==> src/rtl/binary_mul_seq_booth.sv <==
// binary_mul_seq_booth: iterative radix-2 Booth multiplier, signed/unsigned, valid/ready handshakes
module binary_mul_seq_booth #(
    parameter int WIDTH = 8
) (
    input  logic                 clk,
    input  logic                 rst,
    input  logic                 en,
    input  logic                 in_valid,
    output logic                 in_ready,
    input  logic                 is_signed,
    input  logic [WIDTH-1:0]     A,
    input  logic [WIDTH-1:0]     B,
    output logic                 out_valid,
    input  logic                 out_ready,
    output logic [2*WIDTH-1:0]   P,
    output logic                 busy
);
    localparam int CW = $clog2(WIDTH + 2);
    typedef enum logic [1:0] {IDLE, CALC, DONE} state_t;
    state_t             r_state, w_next;
    logic [WIDTH+1:0]   r_acc, w_mc_ext, w_sum, w_acc_n;
    logic [WIDTH:0]     r_mc, r_mq, w_mq_n;
    logic               r_q1, w_last;
    logic [CW-1:0]      r_cnt;
    logic [2*WIDTH-1:0] r_p;
    assign w_mc_ext = {r_mc[WIDTH], r_mc};
    assign w_sum    = ({r_mq[0], r_q1} == 2'b01) ? r_acc + w_mc_ext :
                      ({r_mq[0], r_q1} == 2'b10) ? r_acc - w_mc_ext : r_acc;
    assign w_acc_n  = {w_sum[WIDTH+1], w_sum[WIDTH+1:1]};
    assign w_mq_n   = {w_sum[0], r_mq[WIDTH:1]};
    assign w_last   = r_cnt == CW'(WIDTH);
    assign in_ready  = r_state == IDLE;
    assign out_valid = r_state == DONE;
    assign busy      = r_state != IDLE;
    assign P         = r_p;
    always_comb begin
        w_next = (r_state == IDLE && in_valid)        ? CALC :
                 (r_state == CALC && en && w_last)    ? DONE :
                 (r_state == DONE && out_ready)       ? IDLE : r_state;
    end
    always_ff @(posedge clk) begin
        if (rst) r_state <= IDLE;
        else     r_state <= w_next;
    end
    always_ff @(posedge clk) begin
        if (rst) begin
            r_acc <= '0;
            r_mc  <= '0;
            r_mq  <= '0;
            r_q1  <= 1'b0;
            r_cnt <= '0;
            r_p   <= '0;
        end else if (r_state == IDLE && in_valid) begin
            r_mc  <= {is_signed & A[WIDTH-1], A};
            r_mq  <= {is_signed & B[WIDTH-1], B};
            r_acc <= '0;
            r_q1  <= 1'b0;
            r_cnt <= '0;
        end else if (r_state == CALC && en) begin
            r_acc <= w_acc_n;
            r_mq  <= w_mq_n;
            r_q1  <= r_mq[0];
            r_cnt <= r_cnt + 1'b1;
            if (w_last) r_p <= {w_acc_n[WIDTH-2:0], w_mq_n};
        end
    end
endmodule
==> config.mk <==
export PLATFORM = sky130hd
export DESIGN_NAME = binary_mul_seq_booth
export DESIGN_NICKNAME = d
export VERILOG_FILES = /design/src/rtl/binary_mul_seq_booth.sv
export SDC_FILE = /design/constraint.sdc
export NUM_CORES = 1
export LEC_CHECK = 0
export ABC_CLOCK_PERIOD_IN_PS = 2950
export BUFFER_PORTS_ARGS = -buffer_cell sky130_fd_sc_hd__buf_2
export CAP_MARGIN = 0
export CORE_AREA = 5 5 115 117
export DETAILED_ROUTE_END_ITERATION = 8
export DIE_AREA = 0 0 120 122
export REMOVE_ABC_BUFFERS = 1
export SLEW_MARGIN = 20
export SYNTH_ARGS = -nofsm -noshare
export SYNTH_HDL_FRONTEND = slang
export SYNTH_SLANG_ARGS = --single-unit
==> constraint.sdc <==
create_clock -name clk -period 2.95 [get_ports clk]
set_clock_uncertainty 0.05 [all_clocks]
set_input_delay 0.59 -clock clk [delete_from_list [all_inputs] [get_ports clk]]
set_output_delay 0.59 -clock clk [all_outputs]
set_load 0.05 [all_outputs]
==> flow_metrics.py, run 1 <==
metrics = {
    "critical_path": {
        "path_buf_inv": 1,
        "rr_endpoint": "P[15]$_SDFFE_PP0P_",
        "endpoint_kind": "flop",
        "critPathMaxStageDelay_ps": 500,
        "cp_data_arrival_time_ps": 2510,
        "critPathMaxFanout": 12,
        "r2r_setup_slack_ps": 580,
        "required_ps": 3090,
        "cp_num_cells": 8,
        "critical-path-top-delay-family": "simple AND/OR/NAND/NOR gates",
        "worst_setup_path_start_kind": "flop",
        "r2r-start": "r_mc[4]$_SDFFE_PP0P_",
        "critical_path_class": "reg -> reg",
        "crit_chain": "inv_1 > ha_1 > nor2b_1 > or3_1 > or2_1 > a211oi_1 > o221a_2 > o21ai_1",
        "rr_worst_depth": 8,
        "cpMaxStageDelayCell": "ha_1",
    },
    "die": {
        "die_w_um": 120,
        "fp.dieH_um": 122,
        "initial_core_util_pct": 24.1,
        "ioPinCount": 41,
        "core-area_sq_mm": 0.0123,
        "placementRows": 41,
        "dieArea_sq_mm": 0.0146,
    },
    "cells_and_area": {
        "fin_nets": 448,
        "drive_above_1_share_pct": 16.4,
        "syn_to_final_growth_pct": 17.0,
        "n_antenna_cell": 0,
        "final_area_sq_mm": 0.00345,
        "stdcell_count": 553,
    },
    "detailed_routing": {
        "firstDrtPassIters": 4,
        "drt-met1-wl_mm": 3.61,
        "top_layer": "met4",
        "dr_wl_met2_mm": 4.23,
        "via_per_inst": 4.93,
        "drt_iter0_drc": 223,
        "post_drt_wl_per_cell_um": 15.4,
        "drc": 0,
        "totalWireLength_mm": 8.50,
        "ant_nets": 0,
        "dr_wl_met3_um": 423,
        "vias": 2727,
    },
    "clock_tree": {
        "cts_tree": "done",
        "clk_pin_slew_ps": 80,
        "ctsResizeCount": 0,
        "h-tree-depth": 2,
        "cts-root-buf": "clkbuf_16",
        "cts_num_sinks": 50,
        "cts_made_buffers": 5,
        "cts_hold_buf": 0,
        "clk_path_buf_depth": 2,
        "post_cts_buffers": 0,
        "clkLatencyLatePin_ps": 300,
    },
    "power": {
        "p_switching_w": 0.000483,
        "combinationalPowerShare_pct": 16.9,
        "peakVddDrop_v": 0.000413,
        "p_clk_share_pct": 38.4,
        "seq_power_share_pct": 44.7,
        "switching_share_pct": 30.1,
        "power.leakage_nw": 1.38,
        "p_per_area_mw_per_mm2": 465,
        "intPower_w": 0.00112,
        "finalPower_w": 0.00160,
    },
    "timing": {
        "rsz0062_at_grt": "no",
        "fin_crit_sh_pct": 80.2,
        "min_period_ps": 2370,
        "finalMaxSlewViolations": 0,
        "worstMarginPinSlew_ps": 592,
        "hold_viol_final": 0,
        "slew_headroom_pct": 60.4,
        "max_freq_mhz": 422,
        "setup_viol": 0,
        "setup_tns_ps": 0,
    },
    "min_path": {
        "hp-class": "reg -> reg",
        "hold_start": "P[13]$_SDFFE_PP0P_",
        "worstHoldPathCells": 2,
        "hold_end": "P[13]$_SDFFE_PP0P_",
    },
    "global_route": {
        "grt_util_all_layers_pct": 11.9,
        "grt_pass1_wl_mm": 14.1,
        "grt_antenna_before_repair": 0,
        "grt_pass1_vias": 2827,
        "grt_max_degree": 26,
        "grt-ovfl-total": 0,
    },
    "run": {
        "maxCapViolations": 0,
    },
    "place": {
        "placed_area_sq_mm": 0.00330,
        "numPortBuffers": 40,
        "place.gp.congestion": 0.906,
        "dp.cells": 545,
        "dpl.hpwl_mm": 6.31,
    },
    "yosys": {
        "synthTopCellsByArea": "dfxtp_1 34%, ha_1 9.3%, nand2_1 7.1%",
        "yosys.area.top_type_share_pct": 33.9,
        "synthArstFlopShare_pct": 0,
        "yosys.cell_count.top_type": "nand2_1",
        "synth_common_cells": "56 x nand2_1, 50 x dfxtp_1, 34 x a21oi_1",
        "ys_ff_latch": 50,
        "yosysTopAreaCell": "dfxtp_1",
        "synth_area_per_cell_sq_um": 8.08,
        "synth_edf_count": 0,
        "yosysWarnings": 0,
        "synthCells": 365,
        "synth_ff_type": "dfxtp_1",
        "seq_area_frac_synth_pct": 33.9,
        "yosysUniqueCellTypes": 57,
        "synth_area_sq_mm": 0.00295,
    },
    "run_status": {
        "outcome": "complete, no violations",
    },
}
## routing by layer
metal	global-route usage (%)	up-vias
met1	13.7	1270
met5	0	-
met3	2.92	19
li1	-	1367
met4	4.94	0
met2	21.3	71
## flip-flops by register name, summed over array words and instances (netlist names)
signal / cells
r_cnt: 4
P: 16
r_mq: 9
r_q1: 1
r_state: 2
r_mc: 9
r_acc: 9
## cell usage in the layout (no fill, tap or decap), drive strengths merged, types with 7 or more instances in the layout
cell type / instances
nand2: 56
buf: 52
dfxtp: 50
a21oi: 34
inv: 25
nor2: 22
ha: 22
o21ai: 18
nand3: 10
nor2b: 9
a22o: 9
nand2b: 8
nor3: 8
a31oi: 7
## kinds of logic after synthesis
logic type	count (synthesis)	share of synthesized area (%)
AND/OR/NAND/NOR	135	21.7
AO/OA/AOI/OAI	105	24.5
flip-flops	50	33.9
buffers and inverters	45	7.30
adder cells (fa/ha/maj)	24	10.7
XOR/XNOR	5	1.49
multiplexers	1	0.339
## power groups by stage
stage | sequential, W | combinational [W] | clock, W
4_1_cts | 0.000717 | 0.000273 | 0.000636
5_1_grt | 0.000721 | 0.000303 | 0.000662
3_3_place_gp | 0.000731 | 0.000269 | 0
6_report | 0.000717 | 0.000272 | 0.000615
3_5_place_dp | 0.000733 | 0.000271 | 0
2_1_floorplan | 0.000727 | 0.000181 | 0
## worst reg2reg max path: stages, from the launching register on
cell and delay [ps]:
dfxtp_1 360, inv_1 50, ha_1 500, nor2b_1 130, or3_1 340, or2_1 280
a211oi_1 250, o221a_2 250, o21ai_1 70
## worst max-delay path by stage
stage                                  to                     from  slack, ps
floorplan              P[11]$_SDFFE_PP0P_  r_state[0]$_SDFFE_PP0P_        300
global placement    r_acc[6]$_SDFFE_PP0P_     r_mc[4]$_SDFFE_PP0P_        620
detailed placement     P[15]$_SDFFE_PP0P_     r_mc[4]$_SDFFE_PP0P_        590
CTS                    P[15]$_SDFFE_PP0P_     r_mc[4]$_SDFFE_PP0P_        600
global route        r_acc[5]$_SDFFE_PP0P_    r_acc[0]$_SDFFE_PP0P_        410
finish                 P[15]$_SDFFE_PP0P_     r_mc[4]$_SDFFE_PP0P_        580
## metrics by stage
stage          util, %  hold WS, ps  worst slack [ps]
6_report          28.1          408               583
5_1_grt           28.1          446               412
4_1_cts           28.1          413               597
3_5_place_dp      26.9          394               587
3_3_place_gp      26.9          392               622
2_1_floorplan        -          393               303
## final cells by class
class / count / area [sq um]
fillers: 1324 / 8810
multi-input cells: 270 / 1730
flip-flops and latches: 50 / 1000
repair buffers: 52 / 290
well taps: 150 / 188
clock buffers: 5 / 125
inverters: 23 / 86.3
clock inverters: 3 / 26.3
(Power assumes the default switching activity.)
==> run 2, diff against run 1 <==
--- a/config.mk
+++ b/config.mk
@@ -5,7 +5,7 @@
 export SDC_FILE = /design/constraint.sdc
 export NUM_CORES = 1
 export LEC_CHECK = 0
-export ABC_CLOCK_PERIOD_IN_PS = 2950
+export ABC_CLOCK_PERIOD_IN_PS = 2000
 export BUFFER_PORTS_ARGS = -buffer_cell sky130_fd_sc_hd__buf_2
 export CAP_MARGIN = 0
 export CORE_AREA = 5 5 115 117
==> constraint.sdc (replaced) <==
create_clock -name clk -period 2 [get_ports clk]
set_clock_uncertainty 0.05 [all_clocks]
set_input_delay 0.4 -clock clk [delete_from_list [all_inputs] [get_ports clk]]
set_output_delay 0.4 -clock clk [all_outputs]
set_load 0.05 [all_outputs]
==> run 2 against run 1 <==
  * The run now ends with negative setup slack left
  * Final cell count is 9.6% higher
  * Die area unchanged
  * Hold slack got worse by 110 ps
  * Combinational power rose by 100%
  * Critical path depth unchanged
  * Fmax is 16% higher
  * Sequential power increased by 48%
  * Power increased by 61%
  * Global-route usage up 0.46 points
  * Utilization up 5.5 points
==> flow_metrics.py, run 2 (synthesized netlist as in run 1, its figures left out) <==
metrics = {
    "run_status": {
        "outcome": "complete, but fails checks",
        "violations": "negative setup slack",
    },
    "cells_and_area": {
        "final_common_cell": "buf_4",
        "fin_nets": 501,
        "n_antenna_cell": 0,
        "syn_to_final_growth_pct": 40.0,
        "largest_reg_flops": 16,
        "layout_common_cells": "60 x buf_4, 55 x nand2_1, 40 x buf_2, 37 x dfxtp_1, 33 x a21oi_1",
        "final_core_utilization_pct": 33.7,
        "drive_above_1_share_pct": 37.3,
    },
    "timing": {
        "slew_headroom_pct": 62.9,
        "finalMaxSlewViolations": 0,
        "max_freq_mhz": 491,
        "worstMarginPinSlew_ps": 555,
        "setup_tns_ps": -59.8,
        "hold_viol_final": 0,
        "fin_crit_sh_pct": 102,
        "rsz0062_at_grt": "yes",
        "setup_viol": 3,
        "min_period_ps": 2040,
        "setup_ws_ps": -38.0,
    },
    "critical_path": {
        "cp_data_arrival_time_ps": 2150,
        "endpoint_kind": "flop",
        "rr_worst_depth": 8,
        "critPathMaxStageDelay_ps": 370,
        "critical_path_class": "reg -> reg",
        "required_ps": 2110,
        "critPathMaxFanout": 4,
        "cpMaxStageDelayCell": "or3_4",
        "r2r-start": "r_mc[4]$_SDFFE_PP0P_",
        "worst_setup_path_start_kind": "flop",
        "r2r_setup_slack_ps": -40,
        "crit_chain": "inv_2 > ha_4 > nor3b_1 > or3_4 > or2_4 > a31o_1 > a211oi_2 > a21oi_1",
        "rr_endpoint": "r_acc[4]$_SDFFE_PP0P_",
    },
    "min_path": {
        "hold_end": "r_mc[0]$_SDFFE_PP0P_",
        "hold_start": "A[0]",
        "hp-class": "in -> reg",
        "worstHoldPathCells": 3,
    },
    "clock_tree": {
        "cts_made_buffers": 5,
        "cts-root-buf": "clkbuf_16",
        "h-tree-depth": 2,
        "cts_hold_buf": 0,
        "clk_path_buf_depth": 2,
        "cts_num_sinks": 50,
        "cts_tree": "done",
        "clkLatencyLatePin_ps": 290,
        "clk_pin_slew_ps": 70,
    },
    "power": {
        "finalPower_w": 0.00258,
        "p_per_area_mw_per_mm2": 626,
        "peakVddDrop_v": 0.000355,
        "power.leakage_nw": 1.68,
    },
    "detailed_routing": {
        "drt_iter0_drc": 166,
        "ant_nets": 0,
        "totalWireLength_mm": 9.11,
        "via_per_inst": 4.89,
        "firstDrtPassIters": 4,
        "post_drt_wl_per_cell_um": 15.0,
        "drc": 0,
        "vias": 2964,
    },
    "die": {
        "core-area_sq_mm": 0.0123,
        "dieArea_sq_mm": 0.0146,
        "die_w_um": 120,
        "placementRows": 41,
        "ioPinCount": 41,
        "initial_core_util_pct": 24.1,
        "fp.dieH_um": 122,
    },
    "global_route": {
        "grt_max_degree": 26,
        "grt_pass1_wl_mm": 14.9,
        "grt_util_all_layers_pct": 12.4,
        "grt_pass1_vias": 3084,
        "grt-ovfl-total": 0,
        "grt_antenna_before_repair": 0,
    },
    "place": {
        "numPortBuffers": 40,
        "place.gp.congestion": 0.999,
        "dpl.hpwl_mm": 6.70,
        "pre_cts_ws_ps": -165,
    },
    "run": {
        "maxCapViolations": 0,
    },
}
run 2: cell count changes in the layout (fill, tap and decap cells not counted), moves of 6 or more:
cell and change:
ha_2 +6, ha_1 -13, dfxtp_2 +11, buf_4 +48, ha_4 +7, dfxtp_1 -13
run 2: worst max-delay path: cells and delay by family (launching register included):
kind / cells / cell delay [ps]
and+or+nand+nor: 3 / 690
DFF: 1 / 340
buffers and inverters: 1 / 40
adders and majority gates: 1 / 290
AOI/OAI and AO/OA: 3 / 500
run 2: what timing repair did:
item | 4_1_cts | 5_1_grt
gates resized for setup | 34 | 36
pin swaps | 10 | 23
setup endpoints to repair | 11 | 13
buffers inserted | 3 | 2
run 2: metrics by stage:
step,cell area (sq um),hold slack [ps],instances
floorplan,2820,393,343
global placement,3670,394,593
detailed placement,3670,392,593
CTS,3980,295,604
global route,4130,306,606
finish,4130,297,606
run 2: cell type report:
| cell class | instances | area (sq um) |
|---|---|---|
| multi-input cells | 270 | 1950 |
| fillers | 1203 | 8130 |
| flip-flops and latches | 50 | 1020 |
| repair buffers | 105 | 716 |
| clock buffers | 5 | 125 |
| inverters | 23 | 86.3 |
| clock inverters | 3 | 45.0 |
| well taps | 150 | 188 |
run 2: worst max-delay path by stage:
stage	startpoint	to	slack, ps	cells past startpoint
final	r_mc[4]$_SDFFE_PP0P_	r_acc[4]$_SDFFE_PP0P_	-40	8
after global routing	r_mc[6]$_SDFFE_PP0P_	r_acc[7]$_SDFFE_PP0P_	-140	9
after CTS	r_mc[3]$_SDFFE_PP0P_	r_acc[4]$_SDFFE_PP0P_	-70	8
after detailed placement	r_acc[0]$_SDFFE_PP0P_	r_acc[5]$_SDFFE_PP0P_	-160	8
after global placement	r_acc[0]$_SDFFE_PP0P_	r_acc[5]$_SDFFE_PP0P_	-100	9
after floorplan	r_state[0]$_SDFFE_PP0P_	P[11]$_SDFFE_PP0P_	-650	5
run 2: power breakdown:
group,switching [W],leakage (nW),internal (W)
Sequential,0.0000300,0.413,0.00103
Clock,0.000391,0.0760,0.000590
Combinational,0.000298,1.19,0.000246
run 2: metal layers:
| metal | wire [um] | track usage [%] | part of all wire (%) |
|---|---|---|---|
| met2 | 4480 | 22.5 | 49 |
| met3 | 341 | 1.58 | 3.7 |
| met5 | 0 | 0 | 0 |
| met4 | 144 | 3.72 | 1.6 |
| met1 | 4140 | 15.4 | 45 |
